## config.mk

```make
export PLATFORM = sky130hd
export DESIGN_NAME = id_ex_reg
export DESIGN_NICKNAME = d
export VERILOG_FILES = /design/src/rtl/id_ex_reg.sv
export SDC_FILE = /design/constraint.sdc
export NUM_CORES = 1
export LEC_CHECK = 0
export ABC_AREA = 1
export BUFFER_PORTS_ARGS = -buffer_cell sky130_fd_sc_hd__buf_2
export CAP_MARGIN = 20
export CORE_MARGIN = 5
export CORE_UTILIZATION = 35
export DETAILED_ROUTE_END_ITERATION = 8
export REMOVE_ABC_BUFFERS = 1
export SYNTH_ARGS = -nofsm -noshare
export SYNTH_HDL_FRONTEND = slang
export SYNTH_SLANG_ARGS = --single-unit
export TNS_END_PERCENT = 5
```

## constraint.sdc

```tcl
create_clock -name clk -period 2 [get_ports clk]
set_input_delay 0.1 -clock clk [delete_from_list [all_inputs] [get_ports clk]]
set_output_delay 0.1 -clock clk [all_outputs]
set_load 0.02 [all_outputs]
```

## src/rtl/id_ex_reg.sv

```systemverilog
`default_nettype none
// ============================================================================
//  Module   : id_ex_reg
//  Purpose  : ID/EX pipeline register of the 5-stage MIPS core. Captures the
//             decoded controls and operands from ID, resolves the EX
//             destination register and raises a load-use hazard request.
//  Ports    : clk, rst (sync, active-low)
//             stall_in  - hold all contents
//             flush_in  - replace the ID instruction with a bubble
//             id_*      - decoder controls / operands / instruction fields
//             ex_*      - registered copies of id_* (plus ex_valid, ex_wreg)
//             hazard_stall - combinational load-use stall request
//  Revision : 1.0 - initial release
// ============================================================================
module id_ex_reg #(
  parameter int DW = 32,
  parameter int RA = 31
) (
  input  logic          clk,
  input  logic          rst,
  input  logic          stall_in,
  input  logic          flush_in,
  input  logic          id_valid,
  input  logic [DW-1:0] id_pc,
  input  logic [DW-1:0] id_rs_data,
  input  logic [DW-1:0] id_rt_data,
  input  logic [DW-1:0] id_imm,
  input  logic [4:0]    id_rs,
  input  logic [4:0]    id_rt,
  input  logic [4:0]    id_rd,
  input  logic [4:0]    id_shamt,
  input  logic [5:0]    id_funct,
  input  logic          id_load,
  input  logic          id_shamt_sel,
  input  logic          id_alu_sel,
  input  logic          id_dm_wr,
  input  logic          id_rf_wr,
  input  logic [2:0]    id_ext_mem,
  input  logic [1:0]    id_dm_choose,
  input  logic [1:0]    id_alu_op,
  input  logic [1:0]    id_reg_dst,
  input  logic [1:0]    id_rf_data_sel,
  output logic [DW-1:0] ex_pc,
  output logic [DW-1:0] ex_rs_data,
  output logic [DW-1:0] ex_rt_data,
  output logic [DW-1:0] ex_imm,
  output logic [4:0]    ex_rs,
  output logic [4:0]    ex_rt,
  output logic [4:0]    ex_rd,
  output logic [4:0]    ex_shamt,
  output logic [5:0]    ex_funct,
  output logic          ex_load,
  output logic          ex_shamt_sel,
  output logic          ex_alu_sel,
  output logic          ex_dm_wr,
  output logic          ex_rf_wr,
  output logic [2:0]    ex_ext_mem,
  output logic [1:0]    ex_dm_choose,
  output logic [1:0]    ex_alu_op,
  output logic [1:0]    ex_reg_dst,
  output logic [1:0]    ex_rf_data_sel,
  output logic          ex_valid,
  output logic [4:0]    ex_wreg,
  output logic          hazard_stall
);

  localparam logic [1:0] c_dst_ra   = 2'b00;
  localparam logic [1:0] c_dst_rd   = 2'b01;
  localparam logic [1:0] c_dst_rt   = 2'b10;
  localparam logic [4:0] c_ra_index = 5'(RA);

  typedef struct packed {
    logic          valid;
    logic [DW-1:0] pc;
    logic [DW-1:0] rs_data;
    logic [DW-1:0] rt_data;
    logic [DW-1:0] imm;
    logic [4:0]    rs;
    logic [4:0]    rt;
    logic [4:0]    rd;
    logic [4:0]    shamt;
    logic [4:0]    wreg;
    logic [5:0]    funct;
    logic          load;
    logic          shamt_sel;
    logic          alu_sel;
    logic          dm_wr;
    logic          rf_wr;
    logic [2:0]    ext_mem;
    logic [1:0]    dm_choose;
    logic [1:0]    alu_op;
    logic [1:0]    reg_dst;
    logic [1:0]    rf_data_sel;
  } ex_stage_t;

  ex_stage_t ex_d, ex_q;
  logic [4:0] wreg_d;

  // Destination resolved in ID so EX sees a ready register index.
  always_comb begin
    wreg_d = 5'd0;
    case (id_reg_dst)
      c_dst_ra: wreg_d = c_ra_index;
      c_dst_rd: wreg_d = id_rd;
      c_dst_rt: wreg_d = id_rt;
      default:  wreg_d = 5'd0;
    endcase
  end

  // A load whose target is read by the ID instruction. $0 is never a
  // dependence; rt is compared even when the instruction does not use it.
  assign hazard_stall = id_valid & ex_q.valid & ex_q.load & (ex_q.wreg != 5'd0) &
                        ((ex_q.wreg == id_rs) | (ex_q.wreg == id_rt));

  always_comb begin
    ex_d = ex_q;
    if (!stall_in) begin
      if (flush_in || hazard_stall) begin
        ex_d = '0;
      end else begin
        ex_d.valid       = id_valid;
        ex_d.pc          = id_pc;
        ex_d.rs_data     = id_rs_data;
        ex_d.rt_data     = id_rt_data;
        ex_d.imm         = id_imm;
        ex_d.rs          = id_rs;
        ex_d.rt          = id_rt;
        ex_d.rd          = id_rd;
        ex_d.shamt       = id_shamt;
        ex_d.wreg        = wreg_d;
        ex_d.funct       = id_funct;
        // Side-effecting controls only survive for a real instruction.
        ex_d.load        = id_load  & id_valid;
        ex_d.dm_wr       = id_dm_wr & id_valid;
        ex_d.rf_wr       = id_rf_wr & id_valid;
        ex_d.shamt_sel   = id_shamt_sel;
        ex_d.alu_sel     = id_alu_sel;
        ex_d.ext_mem     = id_ext_mem;
        ex_d.dm_choose   = id_dm_choose;
        ex_d.alu_op      = id_alu_op;
        ex_d.reg_dst     = id_reg_dst;
        ex_d.rf_data_sel = id_rf_data_sel;
      end
    end
  end

  always_ff @(posedge clk) begin
    if (!rst) begin
      ex_q <= '0;
    end else begin
      ex_q <= ex_d;
    end
  end

  assign ex_valid       = ex_q.valid;
  assign ex_pc          = ex_q.pc;
  assign ex_rs_data     = ex_q.rs_data;
  assign ex_rt_data     = ex_q.rt_data;
  assign ex_imm         = ex_q.imm;
  assign ex_rs          = ex_q.rs;
  assign ex_rt          = ex_q.rt;
  assign ex_rd          = ex_q.rd;
  assign ex_shamt       = ex_q.shamt;
  assign ex_wreg        = ex_q.wreg;
  assign ex_funct       = ex_q.funct;
  assign ex_load        = ex_q.load;
  assign ex_shamt_sel   = ex_q.shamt_sel;
  assign ex_alu_sel     = ex_q.alu_sel;
  assign ex_dm_wr       = ex_q.dm_wr;
  assign ex_rf_wr       = ex_q.rf_wr;
  assign ex_ext_mem     = ex_q.ext_mem;
  assign ex_dm_choose   = ex_q.dm_choose;
  assign ex_alu_op      = ex_q.alu_op;
  assign ex_reg_dst     = ex_q.reg_dst;
  assign ex_rf_data_sel = ex_q.rf_data_sel;

endmodule
`default_nettype wire

```

== Word-level counts from Yosys, hierarchy flattened ==
Cells that the tools add are included.

* Flip-flop bits (word level): 176
* Output and inout bits: 177
* Logic and storage cells: 38
* Input bits: 175

* Bitwise gates (word level): 8
* Reductions and logical operators: 3
* Equality and inequality tests: 4
* Muxes and demuxes: 2

{| class="wikitable"
|+ Operators by type and width
! kind !! count
|-
| 2-to-1 mux 176 bit || 1
|-
| case mux 5 bit (3 select lines) || 1
|-
| equality test 5 bit || 2
|-
| AND 1 bit || 7
|-
| nonzero test 5 bit || 1
|-
| equality test 2 x 1 -> 1 bit (second input constant) || 1
|-
| equality test 2 bit (second input constant) || 1
|-
| logical NOT 2 bit || 1
|-
| logical OR 1 bit || 1
|-
| OR 1 bit || 1
|}

== Logic depth before layout (Yosys ltp) ==
Gate-level depths: netlist of the first run.

* Word-level depth: 6
* Gate-level depth with buffers: 11
* Gate-level depth less buffers: 9

== Least setup slack after synthesis of the first run ==
No wires, ideal clock.

* Path type: flip-flop to flip-flop
* Start point: register ex_q, in the netlist ex_wreg[2]
* End point: register ex_q, in the netlist ex_funct[5]
* Setup slack: 0.498 ns
* Library setup time: 0.143 ns
* Data required time: 1.857 ns
* Clock period less this slack: 1.502 ns
* Buffers on the path: 2
* Cell stages (with the launch flop): 12
* Arrival: 1.358 ns
* Cells stage by stage: dfxtp_1 inv_1 nand2_1 nand2_1 nor2_1 nand3_1 nand2_2 nand2_4 buf_8 buf_8 nand3_2 a21oi_2

* Word-level cells in the longest chain between the ends: 5
* Elaborated cells on any way between the ends: 8
* Classes of those cells: 2 x eq/ne; 1 x mux; 3 x bitwise; 2 x reduce/logical

{| class="wikitable"
|+ RTL lines
! element !! line !! RTL
|-
| from (decl) || 96 || <nowiki>ex_stage_t ex_d, ex_q;</nowiki>
|-
| from (signal assigned) || 149 || <nowiki>ex_q <= '0;</nowiki>
|-
| from (signal assigned) || 151 || <nowiki>ex_q <= ex_d;</nowiki>
|-
| equality test 5 bit / nonzero test 5 bit (equally long branches) || 113, 112 ||
|-
| OR 1 bit / AND 1 bit (equally long branches) || 113, 112 ||
|-
| AND 1 bit * || 112 || <nowiki>assign hazard_stall = id_valid & ex_q.valid & ex_q.load & (ex_q.wreg != 5'd0) &</nowiki>
|-
| logical OR 1 bit * || 118 || <nowiki>if (flush_in || hazard_stall) begin</nowiki>
|-
| 2-to-1 mux 176 bit * || 118 ||
|}

Mark *: on every way between the ends. The rest lies on a longest branch, timed or not.
A chain may end at the register's enable or synchronous reset.

== Worst setup path in the final report of the first run ==
* Start point: register ex_q, in the netlist ex_wreg[0]
* End point: output port hazard_stall

* Word-level cells in the longest chain between the ends: 3
* Elaborated cells on any way between the ends: 6
* Classes of those cells: 2 x eq/ne; 3 x bitwise; 1 x reduce/logical

{| class="wikitable"
|+ RTL lines
! element !! line !! RTL
|-
| equality test 5 bit / nonzero test 5 bit (equally long branches) || 113, 112 ||
|-
| OR 1 bit / AND 1 bit (equally long branches) || 113, 112 ||
|-
| AND 1 bit * || 112 ||
|-
| to (decl) || 64 || <nowiki>output logic hazard_stall</nowiki>
|}

Marked as above.

==> results of run 1 <==
[logic make-up after synthesis]
family	Yosys count
xor gates and xnor gates	2
buffers and inverters	273
DFF	176
and+or+nand+nor	548
AOI/OAI and AO/OA	195
[through the flow]
| step | instances | instance area (sq um) | utilization | TNS (ps) |
|---|---|---|---|---|
| after global routing | 1896 | 11500 | 0.494 | 0 |
| final | 1896 | 11500 | 0.494 | 0 |
| after floorplan | 1099 | 7700 | - | -239690 |
| after global placement | 1793 | 10200 | 0.438 | 0 |
| after CTS | 1896 | 11500 | 0.494 | 0 |
| after detailed placement | 1793 | 10200 | 0.438 | 0 |
[metal layers]
| layer | up-vias | global-route usage | wire length (um) |
|---|---|---|---|
| met2 | 283 | 0.310 | 12200 |
| met5 | - | 0 | 0 |
| li1 | 4457 | - | - |
| met1 | 3878 | 0.234 | 11400 |
| met4 | 0 | 0.0553 | 422 |
| met3 | 23 | 0.0484 | 2040 |
[layout by cell type, fill, tap and decap left out, types with 4 or more instances in the layout]
| cell | instances |
|---|---|
| dfxtp_1 | 172 |
| buf_2 | 350 |
| dfxtp_2 | 4 |
| a21oi_2 | 19 |
| a21oi_1 | 167 |
| dlygate4sd3_1 | 68 |
| inv_1 | 175 |
| o21ai_0 | 9 |
| nor2_1 | 180 |
| buf_4 | 15 |
| clkbuf_16 | 17 |
| nand3_1 | 145 |
| nand2_1 | 189 |
| nand3_2 | 30 |
| inv_6 | 5 |
| buf_12 | 10 |
[state kept, by name (all words and copies together), names as in the netlist, 6 cells and up]
register    cells
ex_imm         32
ex_pc          32
ex_rs_data     32
ex_rt_data     32
ex_funct        6
[worst reg2reg max path, cell delays in order (launching register included)]
cell,delay (ps)
dfxtp_1,430
nor2_1,70
nor2_1,100
nor2_1,50
nand3_1,110
nand2_4,100
nand2_8,100
buf_6,200
bufbuf_16,330
nand3_1,70
a21oi_1,130
[Yosys cell counts]
master / instances / area, sq um
nand2_1: 189 / 709
nor2_1: 180 / 676
inv_1: 177 / 664
dfxtp_1: 176 / 3520
a21oi_1: 167 / 836
nand3_1: 145 / 726
clkbuf_1: 67 / 251
nand3_2: 30 / 300
a21oi_2: 19 / 166
buf_6: 14 / 158
buf_2: 9 / 45.0
o21ai_0: 9 / 45.0
buf_8: 4 / 60.1
nand4_1: 2 / 12.5
xnor2_1: 2 / 17.5
buf_1: 1 / 3.75
inv_2: 1 / 3.75
nand2_2: 1 / 6.26
nand2_4: 1 / 11.3
[power breakdown]
group / total (mW) / switching, mW / internal (mW) / leakage [nW]
registers: 3.72 / 0.0733 / 3.64 / 1.44
logic: 1.32 / 0.777 / 0.539 / 4.09
clock network: 3.25 / 1.50 / 1.75 / 0.264
total: 8.28 / 2.35 / 5.93 / 5.79
[repair_timing]
| item | in CTS | in global routing |
|---|---|---|
| gates resized for setup | 4 | 3 |
| setup buffers | 2 | 0 |
| hold buffers | 68 | 0 |
| hold endpoints to repair | 68 | 0 |
| gates cloned | 2 | 0 |
| pin swaps | 1 | 0 |
| endpoints found under the setup margin | 1 | 3 |
[how the worst max path moves through the flow]
stage | cells past startpoint | slack, ps | endpoint | startpoint
3_3_place_gp | 10 | 380 | hazard_stall | ex_wreg[0]
2_1_floorplan | 3 | -1680 | ex_dm_wr | flush_in
5_1_grt | 10 | 5 | hazard_stall | ex_wreg[0]
4_1_cts | 10 | 90 | hazard_stall | ex_wreg[2]
3_5_place_dp | 9 | 360 | ex_pc[12] | ex_wreg[0]
6_report | 10 | 130 | hazard_stall | ex_wreg[0]
[area by class of cell]
class | instances | area [sq um] | area share
well taps | 319 | 399 | 0.0347
repair buffers | 446 | 2800 | 0.244
multi-input cells | 746 | 3530 | 0.307
clock inverters | 12 | 128 | 0.0111
clock buffers | 19 | 433 | 0.0376
flip-flops and latches | 176 | 3530 | 0.307
inverters | 178 | 678 | 0.0590
==> results.yml, run 1 <==
global_routing:
  antenna_found_initial: 0
  gr-total-overflow: 0
  grt_pass1_vias: 7989
  grt_usage: 0.185
  grt_pass1_wl_um: 40400
  grt_max_degree: 88
synth:
  ys_seq_area_frac: 0.429
  synth_cell_type_count: 19
  synth-xor-area-share: 0.00213
  synth-adder-area-share: 0
  synth-simple-area-share: 0.297
  synth-seq-cells: 176
  synthMuxAreaShare: 0
  synth_top_family_by_area: "simple AND/OR/NAND/NOR gates"
  synth-compound-area-share: 0.127
  yosys_warnings: 0
  synth_area_sq_um: 8220
  syn_avg_cell_area_sq_um: 6.88
  synthCells: 1194
placement:
  dp_hpwl_um: 17300
  portBuffers: 351
  globalplace.congestion: 0.809
  dp_slack_ps: 361
worst_setup_path:
  rr_startpoint: "ex_wreg[0]"
  path_max_fanout: 17
  cp.required_ps: 1900
  rrSetupSlack_ps: 250
  crit_chain: "inv_1 -> nand2_1 -> nand2_1 -> nor2_1 -> nand3_1 -> nand2_4 -> nand2_8 -> buf_12 -> inv_1 -> buf_2"
  arrival_ps: 1770
  crit_family: "simple AND/OR/NAND/NOR gates"
  cp-start-kind: "flop"
  rr_endpoint: "ex_imm[18]"
  slowest_stage: "dfxtp_1"
  cp.buffers_inverters: 4
  max_stage_delay_ps: 430
  path_class: "reg2out"
  reg2reg_depth: 10
  end_kind: "primary output"
hold_path:
  min_delay_path_depth: 5
  hold_path.startpoint: "id_pc[21]"
  holdPathEnd: "ex_pc[21]"
  hold_class: "in2reg"
timing:
  hold_viol_final: 0
  drv_slew: 0
  setup_ws_ps: 127
  worst_pin_slew_ps: 482
  finalCritPeriodShare: 0.936
  fin_skew_ps: 19.8
  hold_slack_ps: 15.8
  period_minus_slack_ps: 1870
  fmax_mhz: 534
  grt_setup_unrepaired: "false"
  slew_headroom: 0.678
  setup_viol: 0
clock_tree:
  cts_buffers: 17
  cts_root_buf: "clkbuf_16"
  insertion_delay_ps: 430
  cts_tree: "built"
  clock_sinks: 176
  clk_path_buf_depth: 2
  clk_pin_slew_worst_paths_ps: 70
  cts_max_level: 4
floorplan:
  core_sq_um: 23300
  die_area_sq_um: 26600
  die_x_um: 163
  row_count: 56
  ioPinCount: 352
  die_h_um: 163
  initial_core_util: 0.353
power:
  total_power_mw: 8.28
  peakVddDrop_uv: 453
  p_leak_nw: 5.79
  powerDensity_nw_per_um2: 720
routing:
  ant_nets: 0
  drt_wl_total_um: 26100
  route.detailed.drc: 0
  wl_per_cell_um: 13.8
  vias: 8641
  via_per_inst: 4.56
  drt_first_pass_iters: 5
  first_iter_violations: 606
layout:
  drive_gt1_frac: 0.295
  final_nets: 1740
  fillCellCount: 2381
  syn_to_final_growth_pct: 40.0
  antenna_cells: 0
run_status:
  status: "finished clean"
job:
  maxCapViolations: 0
No activity file was read; power rests on OpenSTA's default activity.
==> inputs of run 2 (changes only) <==
==> constraint.sdc (replaced) <==
create_clock -name clk -period 2 [get_ports clk]
set_input_delay 0.4 -clock clk [delete_from_list [all_inputs] [get_ports clk]]
set_output_delay 0.4 -clock clk [all_outputs]
set_load 0.01 [all_outputs]
==> run 2 against run 1 <==
  * Non-clock buffer count fell by 70
  * Wire length fell by 3.8%
  * Global-route usage fell by 0.48 points
  * Worst hold slack better by 280 ps
  * Sequential power about the same
  * Critical endpoint unchanged
  * Highest routed layer is now met5
==> results.yml, run 2 (synthesized netlist as in run 1, its figures left out) <==
run_status:
  status: "finished clean"
worst_setup_path:
  path_class: "reg2out"
  reg2reg_depth: 11
  rrSetupSlack_ps: 200
  arrival_ps: 1480
  crit_chain: "inv_1 -> nand2_1 -> nand2_1 -> nor2_1 -> nand3_1 -> nand2_2 -> nand2_8 -> inv_2 -> buf_6"
  rr_startpoint: "ex_wreg[0]"
  cp-start-kind: "flop"
  rr_endpoint: "ex_imm[9]"
  path_common_cell: "nand2_1"
  end_kind: "primary output"
  cp.depth: 9
  max_stage_delay_ps: 390
  slowest_stage: "dfxtp_4"
  path_max_fanout: 6
  endpoint: "hazard_stall"
  crit_start: "ex_wreg[4]"
  crit_family: "simple AND/OR/NAND/NOR gates"
  cp.required_ps: 1600
  cp.buffers_inverters: 3
routing:
  wl_met3_um: 2020
  vias: 8299
  met2_wirelength_um: 11600
  drt_first_pass_iters: 4
  first_iter_violations: 518
  via_per_inst: 4.54
  drt-met1-wl_um: 11100
  drt_wl_total_um: 25100
  routed.top_layer: "met5"
  wl_per_cell_um: 13.8
  route.detailed.drc: 0
  ant_nets: 0
timing:
  slew_headroom: 0.670
  grt_setup_unrepaired: "false"
  setup_viol: 0
  setup_ws_ps: 115
  worst_pin_slew_ps: 495
  fmax_mhz: 531
  period_minus_slack_ps: 1880
  hold_viol_final: 0
  fin_tns_setup_ps: 0
  finalCritPeriodShare: 0.942
  drv_slew: 0
  fin_skew_ps: 17.9
floorplan:
  die_area_sq_um: 26600
  die_h_um: 163
  initial_core_util: 0.353
  core_sq_um: 23300
  ioPinCount: 352
  die_x_um: 163
  row_count: 56
power:
  total_power_mw: 8.11
  p_leak_nw: 5.47
  peakVddDrop_uv: 439
  powerDensity_nw_per_um2: 751
global_routing:
  grt_pass1_wl_um: 39500
  antenna_found_initial: 1
  grt_max_degree: 77
  grt_usage: 0.180
  gr-total-overflow: 0
  grt_pass1_vias: 7618
clock_tree:
  insertion_delay_ps: 430
  cts_root_buf: "clkbuf_16"
  clock_sinks: 176
  cts_buffers: 17
  cts_max_level: 4
  clk_pin_slew_worst_paths_ps: 80
  cts_hold_buf: 0
  clk_path_buf_depth: 2
  cts_tree: "built"
job:
  maxCapViolations: 0
placement:
  dp_slack_ps: 248
  placed_cells: 1793
  portBuffers: 351
  dp_hpwl_um: 17500
  globalplace.congestion: 0.783
layout:
  mostFrequentLayoutCells: "buf_2, nand2_1, nor2_1"
  fin_util: 0.465
  stdcell_count: 1826
  syn_to_final_growth_pct: 31.5
  fillCellCount: 2480
  antenna_cells: 0
  drive_gt1_frac: 0.310
  final_nets: 1669
  layout_commonest_cell: "buf_2"
hold_path:
  min_delay_path_depth: 5
  hold_class: "in2reg"
## run 2: cell type report
cell class	count	area, sq um	share of cell area
well taps	319	399	0.0369
multi-input cells	745	3510	0.325
clock buffers	20	447	0.0413
clock inverters	12	125	0.0116
flip-flops and latches	176	3540	0.328
inverters	178	681	0.0630
repair buffers	376	2100	0.194
## run 2: worst register-to-register path, cell delays in order (launching register included)
cell     delay (ps)
dfxtp_4         370
nand2_1          60
inv_1            40
nor2_1           90
nor2_1           50
nand3_1          70
nand2_2          90
nand2_8          90
buf_4           260
buf_12          290
nand3_1         180
a21oi_1         140
## run 2: routing by layer
| layer | vias to the layer above | track usage |
|---|---|---|
| li1 | 4314 | - |
| met1 | 3700 | 0.232 |
| met2 | 256 | 0.294 |
| met3 | 27 | 0.0500 |
| met4 | 2 | 0.0553 |
| met5 | - | 0 |
## run 2: worst min-delay path by stage
stage,start,endpoint,slack [ps]
final,id_imm[0],ex_imm[0],300
after global routing,rst,ex_wreg[3],290
after CTS,id_imm[0],ex_imm[0],270
after detailed placement,ex_shamt[2],ex_shamt[2],450
after global placement,ex_rs_data[6],ex_rs_data[6],450
after floorplan,ex_pc[14],ex_pc[14],480
## run 2: stage by stage
step	hold WS (ps)	cell area, sq um
finish	297	10800
global placement	448	10200
global route	286	10800
CTS	272	10800
detailed placement	452	10200
floorplan	481	7700
## run 2: power by group
group	internal, mW	switching (mW)	total, mW
Combinational	0.461	0.644	1.11
Clock	1.78	1.51	3.29
Sequential	3.64	0.0800	3.72
Total	5.88	2.23	8.11
## run 2: timing repair
action | 4_1_cts | 5_1_grt
setup endpoints to repair | 1 | 2
pin swaps | 1 | 4
resized for setup | 5 | 10
buffers inserted | 1 | 0
==> inputs of run 3 (changes only) <==
Settings changed: PLACE_DENSITY set to 0.61.
==> run 3 against run 2 <==
  * Wire length grew 0.96%
  * Cell count is 0.22% higher
  * Combinational power about the same
  * Sequential power hardly changed
  * Via count grew 1.7%
  * Critical path type unchanged
  * Highest routed layer unchanged
==> results.yml, run 3 (synthesized netlist as in run 1, its figures left out) <==
global_routing:
  grt_max_degree: 79
  grt_usage: 0.182
  grt_pass1_vias: 7840
  gr-total-overflow: 0
  grt_pass1_wl_um: 40000
  antenna_found_initial: 2
worst_setup_path:
  max_stage_delay_ps: 380
  path_class: "reg2out"
  cp-start-kind: "flop"
  reg2reg_depth: 9
  path_common_cell: "nand2_1"
  arrival_ps: 1480
  cp.required_ps: 1600
  slowest_stage: "dfxtp_4"
  path_max_fanout: 6
  end_kind: "primary output"
  crit_chain: "inv_1 -> nand2_1 -> nand2_1 -> nor2_1 -> nand3_2 -> nand2_4 -> nand2_8 -> clkinv_4 -> buf_6"
power:
  p_sw_frac: 0.281
  seqPwrFrac: 0.452
  comb_power_share: 0.136
  cellInternalPower_mw: 5.91
  peakVddDrop_uv: 389
  p_clk_frac: 0.412
  powerDensity_nw_per_um2: 757
  p_leak_nw: 5.49
  power_switching_mw: 2.31
hold_path:
  min_delay_path_depth: 5
  hold_class: "in2reg"
placement:
  globalplace.congestion: 0.806
  portBuffers: 351
  place_area_sq_um: 10200
  dp_slack_ps: 225
  dp_hpwl_um: 17700
routing:
  via_per_inst: 4.61
  drt_wl_total_um: 25400
  route.detailed.drc: 0
  wl_per_cell_um: 13.9
  ant_nets: 0
  drt_first_pass_iters: 5
  first_iter_violations: 604
  vias: 8441
run_status:
  status: "finished clean"
clock_tree:
  insertion_delay_ps: 430
  clock_sinks: 176
  cts_buffers: 17
  cts_tree: "built"
  cts_root_buf: "clkbuf_16"
  cts_max_level: 4
  clk_pin_slew_worst_paths_ps: 80
  clk_path_buf_depth: 2
  cts_hold_buf: 0
floorplan:
  die_x_um: 163
  core_sq_um: 23300
  die_area_sq_um: 26600
  row_count: 56
  ioPinCount: 352
  initial_core_util: 0.353
  die_h_um: 163
layout:
  mostFrequentLayoutCells: "buf_2, nand2_1, nor2_1"
  drive_gt1_frac: 0.316
  stdcell_area_sq_um: 10800
  fin_util: 0.466
  syn_to_final_growth_pct: 32.0
  final_nets: 1672
  layout_commonest_cell: "buf_2"
  fillCellCount: 2491
timing:
  drv_slew: 0
  period_minus_slack_ps: 1880
  fin_skew_ps: 15.1
  hold_slack_ps: 294
  setup_ws_ps: 117
  setup_viol: 0
  finalCritPeriodShare: 0.942
  fmax_mhz: 531
  worst_pin_slew_ps: 495
  slew_headroom: 0.669
  hold_viol_final: 0
  fin_tns_setup_ps: 0
job:
  maxCapViolations: 0
[run 3: what timing repair did]
item                                    CTS  global route
endpoints found under the setup margin    1            57
setup buffers                             1             1
resized for setup                         8            17
pin swaps                                 1             6
[run 3: layout make-up]
type | instances | area [sq um] | share of cell area
Antenna cell | 1 | 2.50 | 0.000231
Clock buffer | 19 | 443 | 0.0408
Clock inverter | 13 | 143 | 0.0132
Inverter | 178 | 686 | 0.0632
Multi-Input combinational cell | 745 | 3540 | 0.326
Sequential cell | 176 | 3540 | 0.327
Tap cell | 319 | 399 | 0.0368
Timing Repair Buffer | 379 | 2090 | 0.193
[run 3: final timing paths]
kind / startpoint / end / slack (ps)
worst max-delay path: ex_wreg[4] / hazard_stall / 120
worst min-delay path: id_pc[8] / ex_pc[8] / 290
worst max register to register: ex_wreg[4] / ex_imm[4] / 200
worst min register to register: ex_pc[14] / ex_pc[14] / 460
[run 3: routing by layer]
metal	global-route usage	wire, um	vias up
met5	0	7	-
met1	0.233	11000	3823
li1	-	-	4323
met3	0.0613	2170	23
met2	0.297	11900	270
met4	0.0465	365	2
[run 3: power groups by stage]
stage                     registers [mW]  clock network [mW]  logic (mW)
after floorplan                     3.86                   0       0.463
after global placement              3.79                   0        1.11
after detailed placement            3.80                   0        1.11
after CTS                           3.72                3.50        1.12
after global routing                3.73                3.64        1.25
final                               3.72                3.38        1.11
[run 3: critical path: cells and delay by family, from the launching register on]
| kind | cells | cell delay (ps) |
|---|---|---|
| buffers and inverters | 3 | 180 |
| DFF | 1 | 380 |
| and+or+nand+nor | 6 | 490 |
[run 3: per-stage QoR]
step | std cells | total power, mW
floorplan | 1099 | 4.32
global placement | 1795 | 4.90
detailed placement | 1795 | 4.91
CTS | 1828 | 8.33
global route | 1830 | 8.63
finish | 1830 | 8.21
